`src/rtl/sprite_pkg.sv`:
```
// -----------------------------------------------------------------------------
// sprite_pkg
// Shared definitions for the multi-sprite bouncer.
//   sweepState_e : sweep FSM encoding (IDLE, SWEEP, DONE)
//   CLAMP_W      : working width of the clamp helper (wide enough for any
//                  supported coordinate width)
//   idxWidth()   : sprite index width, $clog2(n) but never narrower than 1 bit
//   clampCoord() : saturates a coordinate into [lo, hi]
// -----------------------------------------------------------------------------
package sprite_pkg;

    typedef enum logic [1:0] {
        IDLE  = 2'd0,
        SWEEP = 2'd1,
        DONE  = 2'd2
    } sweepState_e;

    localparam int CLAMP_W = 16;

    // A single sprite still needs a 1-bit index so the index mux stays legal.
    function automatic int idxWidth(input int n);
        return (n > 1) ? $clog2(n) : 1;
    endfunction

    // Loads from the game controller may point anywhere on (or off) the
    // screen, so centres are pulled back into the legal range.
    function automatic logic [CLAMP_W-1:0] clampCoord(
        input logic [CLAMP_W-1:0] v,
        input logic [CLAMP_W-1:0] lo,
        input logic [CLAMP_W-1:0] hi
    );
        logic [CLAMP_W-1:0] r;
        r = v;
        if (v < lo) begin
            r = lo;
        end else if (v > hi) begin
            r = hi;
        end
        return r;
    endfunction

endpackage

```
`src/rtl/sprite_bouncer_axis.sv`:
```
// -----------------------------------------------------------------------------
// bounce_axis
// Combinational single-axis stepper shared by all sprites.
//   pos_i      : current centre coordinate
//   dir_i      : 1 = moving towards larger coordinates
//   min_i/max_i: legal centre range
//   step_i     : pixels per tick
//   nextPos_o  : updated centre
//   nextDir_o  : updated direction
//   hit_o      : high when this step reflected off a limit
// -----------------------------------------------------------------------------
module bounce_axis #(
    parameter int W = 10
) (
    input  logic [W-1:0] pos_i,
    input  logic         dir_i,
    input  logic [W-1:0] min_i,
    input  logic [W-1:0] max_i,
    input  logic [2:0]   step_i,
    output logic [W-1:0] nextPos_o,
    output logic         nextDir_o,
    output logic         hit_o
);

    logic [W:0] sumUp;
    logic [W:0] lowLimit;

    // Compare one bit wider than the coordinate so neither the forward sum
    // nor the reflection threshold can wrap. Moving up, overshooting the
    // maximum pins the sprite on it and reverses; moving down, anything that
    // would land under the minimum pins it on the minimum and reverses.
    always_comb begin
        sumUp     = {1'b0, pos_i} + (W+1)'(step_i);
        lowLimit  = {1'b0, min_i} + (W+1)'(step_i);
        nextPos_o = pos_i;
        nextDir_o = dir_i;
        hit_o     = 1'b0;
        if (dir_i) begin
            if (sumUp > {1'b0, max_i}) begin
                nextPos_o = max_i;
                nextDir_o = 1'b0;
                hit_o     = 1'b1;
            end else begin
                nextPos_o = sumUp[W-1:0];
            end
        end else begin
            if ({1'b0, pos_i} < lowLimit) begin
                nextPos_o = min_i;
                nextDir_o = 1'b1;
                hit_o     = 1'b1;
            end else begin
                nextPos_o = pos_i - W'(step_i);
            end
        end
    end

endmodule

```
`src/rtl/sprite_bouncer.sv`:
```
// -----------------------------------------------------------------------------
// sprite_bouncer
// Keeps centre and direction for N_OBJ sprites and moves them once per
// animation tick, one sprite per cycle, through a shared X/Y stepper pair.
//   clk, rst           : clock, synchronous active-low reset
//   pixclk, animate    : tick = pixclk && animate
//   ld_valid/ld_ready  : runtime position/direction load (accepted in IDLE)
//   ld_idx, ld_x, ld_y : target sprite and new centre (clamped)
//   ld_dx, ld_dy       : new directions
//   o_xl/o_xr/o_yt/o_yb: packed registered sprite bounds
//   bounce             : per-sprite reflection pulse
//   busy, frame_done   : sweep in progress / end-of-sweep pulse
//   tick_missed        : tick arrived while a sweep was running
// -----------------------------------------------------------------------------
module sprite_bouncer
    import sprite_pkg::*;
#(
    parameter int                         N_OBJ    = 2,
    parameter int                         COORD_W  = 10,
    parameter logic [COORD_W-1:0]         HALF_W   = 10'd80,
    parameter logic [COORD_W-1:0]         HALF_H   = 10'd80,
    parameter logic [2:0]                 STEP     = 3'd1,
    parameter int                         D_WIDTH  = 640,
    parameter int                         D_HEIGHT = 480,
    parameter logic [N_OBJ*COORD_W-1:0]   INIT_X   = {N_OBJ{10'd320}},
    parameter logic [N_OBJ*COORD_W-1:0]   INIT_Y   = {N_OBJ{10'd240}},
    parameter logic [N_OBJ-1:0]           INIT_DX  = '1,
    parameter logic [N_OBJ-1:0]           INIT_DY  = '1
) (
    input  logic                       clk,
    input  logic                       rst,
    input  logic                       pixclk,
    input  logic                       animate,
    input  logic                       ld_valid,
    output logic                       ld_ready,
    input  logic [3:0]                 ld_idx,
    input  logic [COORD_W-1:0]         ld_x,
    input  logic [COORD_W-1:0]         ld_y,
    input  logic                       ld_dx,
    input  logic                       ld_dy,
    output logic [N_OBJ*COORD_W-1:0]   o_xl,
    output logic [N_OBJ*COORD_W-1:0]   o_xr,
    output logic [N_OBJ*COORD_W-1:0]   o_yt,
    output logic [N_OBJ*COORD_W-1:0]   o_yb,
    output logic [N_OBJ-1:0]           bounce,
    output logic                       busy,
    output logic                       frame_done,
    output logic                       tick_missed
);

    localparam int                 IDX_W = idxWidth(N_OBJ);
    localparam logic [COORD_W-1:0] XMIN  = HALF_W;
    localparam logic [COORD_W-1:0] XMAX  = COORD_W'(D_WIDTH - 1) - HALF_W;
    localparam logic [COORD_W-1:0] YMIN  = HALF_H;
    localparam logic [COORD_W-1:0] YMAX  = COORD_W'(D_HEIGHT - 1) - HALF_H;

    sweepState_e          state_q, state_d;
    logic [IDX_W-1:0]     idx_q, idx_d;

    logic [COORD_W-1:0]   posX_q [N_OBJ];
    logic [COORD_W-1:0]   posY_q [N_OBJ];
    logic [N_OBJ-1:0]     dirX_q;
    logic [N_OBJ-1:0]     dirY_q;

    logic [N_OBJ*COORD_W-1:0] xl_q, xr_q, yt_q, yb_q;
    logic [N_OBJ-1:0]     bounce_q;
    logic                 tickMissed_q;

    logic                 tick;
    logic                 loadFire;
    logic                 sweepWrite;
    logic [COORD_W-1:0]   ldXClamped, ldYClamped;
    logic [COORD_W-1:0]   curX, curY, nextX, nextY;
    logic                 nextDirX, nextDirY, hitX, hitY;

    assign tick       = pixclk && animate;
    assign ld_ready   = (state_q == IDLE);
    assign loadFire   = ld_valid && ld_ready;
    assign sweepWrite = (state_q == SWEEP);

    assign ldXClamped = COORD_W'(clampCoord(CLAMP_W'(ld_x), CLAMP_W'(XMIN), CLAMP_W'(XMAX)));
    assign ldYClamped = COORD_W'(clampCoord(CLAMP_W'(ld_y), CLAMP_W'(YMIN), CLAMP_W'(YMAX)));

    assign curX = posX_q[idx_q];
    assign curY = posY_q[idx_q];

    bounce_axis #(.W(COORD_W)) uStepX (
        .pos_i     (curX),
        .dir_i     (dirX_q[idx_q]),
        .min_i     (XMIN),
        .max_i     (XMAX),
        .step_i    (STEP),
        .nextPos_o (nextX),
        .nextDir_o (nextDirX),
        .hit_o     (hitX)
    );

    bounce_axis #(.W(COORD_W)) uStepY (
        .pos_i     (curY),
        .dir_i     (dirY_q[idx_q]),
        .min_i     (YMIN),
        .max_i     (YMAX),
        .step_i    (STEP),
        .nextPos_o (nextY),
        .nextDir_o (nextDirY),
        .hit_o     (hitY)
    );

    // Sweep state register. Reset wins over everything, including a sweep
    // that is half way through the sprite list.
    always_ff @(posedge clk) begin
        if (!rst) begin
            state_q <= IDLE;
            idx_q   <= '0;
        end else begin
            state_q <= state_d;
            idx_q   <= idx_d;
        end
    end

    // Sweep sequencing: a tick in IDLE starts at sprite 0, each SWEEP cycle
    // handles one sprite, and a single DONE cycle closes the frame. Ticks
    // seen outside IDLE are simply not acted on here.
    always_comb begin
        state_d = state_q;
        idx_d   = idx_q;
        unique case (state_q)
            IDLE: begin
                if (tick) begin
                    state_d = SWEEP;
                    idx_d   = '0;
                end
            end
            SWEEP: begin
                if (idx_q == IDX_W'(N_OBJ - 1)) begin
                    state_d = DONE;
                    idx_d   = '0;
                end else begin
                    idx_d = idx_q + 1'b1;
                end
            end
            DONE: begin
                state_d = IDLE;
            end
            default: begin
                state_d = IDLE;
                idx_d   = '0;
            end
        endcase
    end

    // Sprite state. Loads only happen in IDLE and stepper writes only in
    // SWEEP, so the two never compete for the same sprite. A load that
    // shares its IDLE cycle with a tick lands first, so the sweep that
    // follows already sees the new centre. Indices past N_OBJ match no
    // sprite and are dropped.
    always_ff @(posedge clk) begin
        if (!rst) begin
            for (int i = 0; i < N_OBJ; i++) begin
                posX_q[i] <= INIT_X[i*COORD_W +: COORD_W];
                posY_q[i] <= INIT_Y[i*COORD_W +: COORD_W];
                dirX_q[i] <= INIT_DX[i];
                dirY_q[i] <= INIT_DY[i];
            end
        end else begin
            for (int i = 0; i < N_OBJ; i++) begin
                if (loadFire && (ld_idx == 4'(i))) begin
                    posX_q[i] <= ldXClamped;
                    posY_q[i] <= ldYClamped;
                    dirX_q[i] <= ld_dx;
                    dirY_q[i] <= ld_dy;
                end else if (sweepWrite && (idx_q == IDX_W'(i))) begin
                    posX_q[i] <= nextX;
                    posY_q[i] <= nextY;
                    dirX_q[i] <= nextDirX;
                    dirY_q[i] <= nextDirY;
                end
            end
        end
    end

    // Output registers. Bounds trail the sprite state by one edge so the
    // compositor only ever sees flop outputs. The bounce and missed-tick
    // pulses are rebuilt every cycle so they last exactly one cycle.
    always_ff @(posedge clk) begin
        if (!rst) begin
            for (int i = 0; i < N_OBJ; i++) begin
                xl_q[i*COORD_W +: COORD_W] <= INIT_X[i*COORD_W +: COORD_W] - HALF_W;
                xr_q[i*COORD_W +: COORD_W] <= INIT_X[i*COORD_W +: COORD_W] + HALF_W;
                yt_q[i*COORD_W +: COORD_W] <= INIT_Y[i*COORD_W +: COORD_W] - HALF_H;
                yb_q[i*COORD_W +: COORD_W] <= INIT_Y[i*COORD_W +: COORD_W] + HALF_H;
            end
            bounce_q     <= '0;
            tickMissed_q <= 1'b0;
        end else begin
            for (int i = 0; i < N_OBJ; i++) begin
                xl_q[i*COORD_W +: COORD_W] <= posX_q[i] - HALF_W;
                xr_q[i*COORD_W +: COORD_W] <= posX_q[i] + HALF_W;
                yt_q[i*COORD_W +: COORD_W] <= posY_q[i] - HALF_H;
                yb_q[i*COORD_W +: COORD_W] <= posY_q[i] + HALF_H;
                bounce_q[i] <= sweepWrite && (idx_q == IDX_W'(i)) && (hitX || hitY);
            end
            tickMissed_q <= tick && (state_q != IDLE);
        end
    end

    assign o_xl        = xl_q;
    assign o_xr        = xr_q;
    assign o_yt        = yt_q;
    assign o_yb        = yb_q;
    assign bounce      = bounce_q;
    assign tick_missed = tickMissed_q;
    assign busy        = (state_q != IDLE);
    assign frame_done  = (state_q == DONE);

endmodule

```
`config.mk`:
```
export PLATFORM = sky130hd
export DESIGN_NAME = sprite_bouncer
export DESIGN_NICKNAME = d
export VERILOG_FILES = /design/src/rtl/sprite_pkg.sv /design/src/rtl/sprite_bouncer_axis.sv /design/src/rtl/sprite_bouncer.sv
export SDC_FILE = /design/constraint.sdc
export NUM_CORES = 1
export LEC_CHECK = 0
export ABC_AREA = 1
export CAP_MARGIN = 40
export CORE_MARGIN = 10
export CORE_UTILIZATION = 40
export CTS_CLUSTER_DIAMETER = 60
export DETAILED_ROUTE_END_ITERATION = 8
export SYNTH_ARGS = -nofsm -noshare
export SYNTH_HDL_FRONTEND = slang
export SYNTH_SLANG_ARGS = --single-unit
```
`constraint.sdc`:
```
create_clock -name clk -period 3 [get_ports clk]
set_clock_uncertainty 0.2 [all_clocks]
set_input_delay 0.3 -clock clk [delete_from_list [all_inputs] [get_ports clk]]
set_output_delay 0.3 -clock clk [all_outputs]
set_load 0.01 [all_outputs]
```
==> run summary, run 1 <==
The flow ran to the end, and the final reports show no timing, DRC or antenna violations. The count of routing violations after the opening detailed-route iteration is 304. After synthesis, the cell types taking the most area are sky130_fd_sc_hd__dfxtp_1 (22%), sky130_fd_sc_hd__edfxtp_1 (19%), sky130_fd_sc_hd__nand2_1 (15%). The total of buffers placed on input and output ports is roughly 120. The required time reported for the critical path endpoint is 2.91 ns. The maximum number of pins on one net before global-route repair is 43. The share of synthesized area in the top cell type comes to 22.11%.

The number of cells upsized or downsized after cts came out at 0. The initial antenna violation count is 0. The beginning of the worst hold path is posX_q[1][1]$_DFFE_PP_. The worst path uses 91.58% of the clock period. The H-tree was split into 3 levels. In the routed layout, each cell is associated on average with a via count of approximately 4.8. The startpoint identified for the worst register-to-register timing path is posY_q[0][1]$_SDFFCE_PN0P_.

The number of remaining DRC errors came out at 0. The actual transition at the worst max-transition pin is 0.5766 ns. From left edge to right edge, the die measures 146.8 um. The via count of the first global-routing pass came out at 5524. The maximum operating frequency came out at 364.0 MHz.

The first global-routing pass estimated 28.60 mm of wire. The number of core rows is 46. For this run, asynchronously set or reset flops after synthesis account for 0%. The final HPWL from detailed placement is 13.70 mm.

The number of sinks driven by the clock tree came out at 111. The beginning of the critical path is posY_q[0][1]$_SDFFCE_PN0P_. The placed instances occupy a cell area of approximately 7700 um^2.

0 antenna diodes ended up in the layout. The top-level I/O count is 117. Setup total negative slack on the finished layout was measured at 0 ns.

Walking the worst path, the cells encountered are inv_1, o21ai_1, ha_1, nand3_1, nor2_2, nand2_2, a21oi_2, nand3_1, nand2_2, nand3_2, nand2_4, o21ai_1, nand2_1, nand2_1. In the synthesized netlist the dominant register cell turns out to be sky130_fd_sc_hd__dfxtp_1. The final wirelength came out at 17.55 mm.

The clock input transition at the sequential cells of the worst setup and hold paths is 0.07 ns. The worst-case hold path end point is o_xl[11]$_SDFF_PN0_. Relative to the synthesized area, the layout overhead comes to 24.83%. The maximum resistive drop on vdd is 0.2709 mV.

For this run, the number of Yosys warnings is 0. A synthesized cell averages between 7 and 8 um^2. The cell at the root of the clock tree is sky130_fd_sc_hd__clkbuf_16. The final instance area came out at around 8000 um^2. The post-synthesis cell area came out at 6429 um^2. The weighted congestion at the end of routability-driven global placement came out at 0.9193.

The class of the most critical setup path is reg2reg. The total power density per cell area is between 500 and 600 nW/um^2. Setup repair after global routing left no endpoint under its margin. The share of final-layout standard cells stronger than drive strength 1 is 9.581%. Along the worst path, the maximum fanout reaches 6. The number of cells on the worst reg-to-reg path is 14.

The post-cts hold buffer count came out at 0. The number of flops mapped to enable cells by yosys is 40. The net total in the final layout came out at roughly 1000. The library cells used most frequently in the layout, excluding fill and tap cells, are sky130_fd_sc_hd__nand2_1 (258), sky130_fd_sc_hd__inv_1 (132), sky130_fd_sc_hd__clkdlybuf4s50_1 (116), sky130_fd_sc_hd__dfxtp_1 (70), sky130_fd_sc_hd__nor2_1 (63). Clock tree synthesis inserted a total of 9 buffers. For this run, the detailed router's first-pass iteration total came to 5. The critical-path cell with the highest stage delay is sky130_fd_sc_hd__edfxtp_1.

The final critical path time including I/O delays and setup came out at 2.748 ns. Counting every net in the synthesized netlist gives around 940. The capturing point of the worst reg2reg path is posY_q[1][0]$_DFFE_PP_. The final number of max-transition violations is 0. The latest clock arrival within the worst-skew pair came out at 0.35 ns. The type of element capturing the critical path is a flop. The number of cells on the worst hold path came out at 2.

The routed wire length per instance is 14.40 um. In this run the vertical extent of the chip is 146.8 um. The maximum buffer depth of the clock tree is 2.

Summed over all instances, the cell type with the most area after synthesis is sky130_fd_sc_hd__dfxtp_1. The startpoint kind of the worst setup timing path is a flop. In this run the static leakage power is 3.733 nW. The final count of negative-setup-slack endpoints is 0. The die area is 21540 um^2. The CTS tree is yes. The signal arrival time at the worst endpoint is between 2 and 3 ns. The unique cell type count in the Yosys netlist came out at between 40 and 50. The sum of overflow across all layers after global routing came out at 0. The synthesized netlist cell count came out at 893. The largest stage delay on the critical path came out at 0.37 ns. The count of antenna-violating nets left after detailed routing is 0. The hold violation count in the final report is 0.

The initial standard-cell utilization of the core is between 40 and 50%. The post-CTS setup-driven buffer insertion count came out at 0. The vias after detailed routing is 5849.

In this run the worst hold path is classified as reg2reg. The reg-to-reg setup timing slack is 0.25 ns. For this run, the register share of the synthesized area comes to 40.79%. The max-cap violation count is 0. The worst pin sits at a relative slew slack of 61.38%. The aggregate global-route resource usage is 16.07%. The total area inside the core boundary comes to 15830 um^2. In this run, synthesis produced a sequential element count of 111. The library cell used most frequently in the layout, excluding fill and tap cells, is sky130_fd_sc_hd__nand2_1.
[worst max-delay path by stage]
stage                                             to  slack [ns]  cells after the start
after detailed placement  posY_q[0][1]$_SDFFCE_PN0P_        0.21                     14
after global placement        posY_q[1][0]$_DFFE_PP_        0.22                     14
after global routing          posY_q[1][0]$_DFFE_PP_       0.007                     14
after floorplan           posY_q[0][1]$_SDFFCE_PN0P_        0.46                     18
final                         posY_q[1][0]$_DFFE_PP_        0.25                     14
after CTS                     posY_q[1][0]$_DFFE_PP_        0.17                     14
[critical path, delay by kind of cell (launching register included)]
| family | cells | cell delay [ns] |
|---|---|---|
| adder cells (fa/ha/maj) | 1 | 0.26 |
| flip-flops | 1 | 0.37 |
| buffers and inverters | 1 | 0.05 |
| AO/OA/AOI/OAI | 3 | 0.58 |
| AND/OR/NAND/NOR | 9 | 1.05 |
[cell usage after synthesis (all sizes together) (6+ instances only)]
library cell and number:
nor3 7, nand2 275, inv 141, nand4 11
a21oi 46, buf 33, nand3 53, o21ai 79
o21bai 6, nor2 71, ha 14, clkbuf 9
edfxtp 40, dfxtp 71, xor2 8
[final cells by class]
class,instances,area (um^2)
clock buffers,11,242.7
well taps,216,270.3
repair buffers,135,1316
flip-flops and latches,111,2624
inverters,142,538.0
fillers,1580,7802
multi-input cells,598,2979
clock inverters,5,55.05
[kinds of logic after synthesis]
group,after synthesis,synth area share (%)
AO/OA/AOI/OAI,147,13.27
XOR/XNOR,10,1.362
adder cells (fa/ha/maj),14,2.725
buffers and inverters,184,12.86
flip-flops,111,40.79
AND/OR/NAND/NOR,427,28.98
[state kept, by name, indices dropped and copies added, names as in the netlist, named ones only]
| name | cells |
|---|---|
| bounce | 2 |
| dirX_q | 2 |
| dirY_q | 2 |
| idx_q | 1 |
| o_xl | 20 |
| o_xr | 10 |
| o_yb | 10 |
| o_yt | 20 |
| posX_q | 20 |
| posY_q | 20 |
| state_q | 2 |
| tick_missed | 1 |
[stage by stage]
step	setup WS, ns	hold slack [ns]	cells	util, %	power [mW]
after floorplan	0.4555	0.2318	893	-	2.484
final	0.2525	0.2649	1218	50.70	4.055
after detailed placement	0.2080	0.2485	1202	48.81	2.873
after CTS	0.1687	0.2670	1218	50.70	4.095
after global routing	0.006689	0.3044	1218	50.70	4.288
after global placement	0.2197	0.2507	1202	48.81	2.877
[power by group]
group | total (mW) | switching [mW] | internal, mW
Sequential | 1.75 | 0.0726 | 1.68
Combinational | 1.09 | 0.665 | 0.428
Clock | 1.21 | 0.540 | 0.672
Total | 4.05 | 1.28 | 2.78
[per-layer routing]
metal,global-route usage (%),vias up,part of all wire [%]
met5,0,-,0
met4,5.355,0,1.6
met3,3.624,16,6.1
met2,25.09,139,44
met1,21.44,2658,48
li1,-,3036,-
No activity file was read; power rests on OpenSTA's default activity.
==> run 2: changes to the inputs <==
--- a/config.mk
+++ b/config.mk
@@ -7,7 +7,7 @@
 export LEC_CHECK = 0
 export ABC_AREA = 1
 export CAP_MARGIN = 40
-export CORE_MARGIN = 10
+export CORE_MARGIN = 3
 export CORE_UTILIZATION = 40
 export CTS_CLUSTER_DIAMETER = 60
 export DETAILED_ROUTE_END_ITERATION = 8
==> run 2 against run 1 <==
Effect of this change: non-clock buffer count increased by 1; maximum frequency increased by 0.82%; count of clock-buffer cells in the layout fell by 1; combinational power barely moved; setup slack better by 0.022 ns; via count up 0.10%; critical endpoint is now posX_q[0][1]$_SDFFCE_PN0P_; critical path depth down 1; register-to-register slack better by 0.02 ns; sequential cell count is the same; first-iteration DRC count grew 47%; core utilization is 1.2 points higher.
==> run summary, run 2 (synthesis results as in run 1) <==
TritonCTS built the clock tree. The count of antenna-violating nets left after detailed routing came out at 0. Sequential cells account for 42.8% of the total power. The worst hold slack after final layout came out at 0.2622 ns.

The flow ran to the end, and the final reports show no timing, DRC or antenna violations. For this block, the via count after detailed routing is 5855. The maximum operating frequency is 366.9 MHz. For this design, the sink count on the clock tree is 111. Power comes to 4.085 mW. The hold violation count in the final report came out at 0. The leakage power is 3.732 nW.

The aggregate global-route resource usage is 19.46%. The number of core rows is 45. The library cell used most frequently in the layout, excluding fill and tap cells, is sky130_fd_sc_hd__nand2_1. The maximum number of pins on one net before global-route repair is 43. Setup repair after global routing left no endpoint under its margin.

The maximum buffer depth of the clock tree came out at 2. The die covers 17630 um^2. The count of routing violations after the opening detailed-route iteration came out at 448. The fraction of power spent switching nets is 32.23%. 0 antenna diodes ended up in the layout. The routed wire length per instance came out at 14.16 um.

The final period utilization came out at 90.84%. The share of final-layout standard cells stronger than drive strength 1 is 9.671%. The tree is rooted in a sky130_fd_sc_hd__clkbuf_16. The final HPWL from detailed placement is 13.27 mm. The signed area change from the synthesized netlist to the final layout came out at 24.91%.

Setup violations remaining at the end of the flow were counted as 0. The worst hold path belongs to the class reg2reg. The net total in the final layout came out at 1043. Counting the buffers created by CTS gives 9. The startpoint identified for the worst hold timing path is posX_q[1][1]$_DFFE_PP_. The internal power is 2.768 mW. The top-level I/O count came out at 117.

The share of total power in the clock network is 30.3%. The share of total power dissipated in combinational logic is between 20% and 30%. After clock tree synthesis, the clock-pin slew on the worst setup and hold paths is 0.07 ns. The final number of max-transition violations was 0.

From left edge to right edge, the die measures approximately 130 um. The critical path in this run is classified as reg2reg. Cells fill 51.86% of the core in the end. The library cells used most frequently in the layout, excluding fill and tap cells, are sky130_fd_sc_hd__nand2_1 (258), sky130_fd_sc_hd__inv_1 (132), sky130_fd_sc_hd__clkdlybuf4s50_1 (116), sky130_fd_sc_hd__dfxtp_1 (71), sky130_fd_sc_hd__nor2_1 (63). The power spent charging and discharging nets came out at 1.317 mW. The detailed-router iteration count before antenna repair came out at 6. The maximum resistive drop on vdd is 0.2968 mV. For this block, the routed nets add up to 17.19 mm of wire. The startpoint kind of the worst setup timing path is a flop. The maximum level of the CTS H-tree came out at 3. The critical-path maximum fanout is 10.

For this design, the slowest cell found on the critical path is sky130_fd_sc_hd__dfxtp_1. The core area is 15480 um^2. The setup TNS is 0 ns.

The headroom to the max-slew limit came out at 60.55%. The mean number of vias per cell is between 4 and 5. The final critical path time including I/O delays and setup is 2.725 ns.

The latest clock arrival within the worst-skew pair came out at 0.35 ns. After global routing the overflow that remains totals 0. Traced cell by cell, the critical path runs through buf_4, nand2_1, nand2_2, ha_1, nand3_2, nor2_2, nand4_1, a21oi_1, nand3_2, nand3_4, nand2_1, o21bai_1, inv_1. The largest stage delay on the critical path is 0.42 ns.

The initial antenna violation count is 0. The via count of the first global-routing pass came out at between 5000 and 6000. The congestion estimate from routability-driven global placement came to about 0.94. The initial standard-cell utilization of the core is 41.52%. For this run, design rule violations remaining after detail routing come to 0. Power spread over the standard cell area amounts to 508.7 nW/um^2. Across the run, the number of max-cap violations was 0.

In this run, post-CTS hold repair placed 0 buffers. The wire length of the first global-routing pass is roughly 28 mm. The vertical die dimension came out at 132.8 um. The required time reported for the critical path endpoint came out at 2.91 ns. The total of buffers placed on input and output ports came out at 116.

STA classifies the critical path endpoint as a flop. The actual transition at the worst max-transition pin is 0.5910 ns. The signal arrival time at the worst endpoint came out at 2.64 ns.
==> run 2: cell count changes in the layout (fill, tap and decap cells not counted), sizes merged <==
cell and delta:
buf +1, clkinv +1, clkbuf -1
==> run 2: final cells by class <==
type | count | area (um^2)
inverter | 142 | 538.0
tap | 211 | 264.0
clock inverter | 6 | 76.32
fill | 1608 | 7453
clock buffer | 10 | 229.0
sequential | 111 | 2623
timing repair buffer | 136 | 1311
multi-input combinational | 598 | 2989
==> run 2: final timing paths <==
check / slack (ns) / end / depth (start not counted)
worst max-delay path: 0.27 / posX_q[0][1]$_SDFFCE_PN0P_ / 13
worst min-delay path: 0.26 / o_xl[11]$_SDFF_PN0_ / 2
worst max register to register: 0.27 / posX_q[0][1]$_SDFFCE_PN0P_ / 13
worst min register to register: 0.26 / o_xl[11]$_SDFF_PN0_ / 2
==> run 2: layer usage <==
metal  global-route usage (%)  vias to the layer above  part of all wire, %
met5                        0                        -                    0
met4                    5.139                        0                  1.3
met3                    2.586                       19                  4.7
met2                    30.01                      163                   44
met1                    28.77                     2626                   50
li1                         -                     3047                    -
==> run 2: stage by stage <==
step | setup slack (ns) | cells | area (um^2)
2_1_floorplan | 0.4555 | 893 | 6429
3_3_place_gp | 0.2322 | 1198 | 7715
3_5_place_dp | 0.2320 | 1198 | 7715
4_1_cts | 0.2147 | 1214 | 8020
5_1_grt | 0.03215 | 1214 | 8030
6_report | 0.2748 | 1214 | 8030
==> run 2: repair_timing <==
action	CTS	global route
setup buffers	0	0
gates resized for setup	0	2
endpoints found under the setup margin	0	3
==> run 2: power by group through the flow <==
stage / registers (mW) / logic (mW) / clock network (mW)
after floorplan: 1.79 / 0.694 / 0
after global placement: 1.78 / 1.09 / 0
after detailed placement: 1.78 / 1.09 / 0
after CTS: 1.75 / 1.10 / 1.26
after global routing: 1.76 / 1.23 / 1.31
final: 1.75 / 1.10 / 1.24
==> run 2: worst max-delay path, delay by kind of cell (launching register included) <==
family | cells | cell delay (ns)
AND/OR/NAND/NOR | 8 | 1.06
flip-flops | 1 | 0.42
AO/OA/AOI/OAI | 2 | 0.34
adder cells (fa/ha/maj) | 1 | 0.23
buffers and inverters | 2 | 0.23
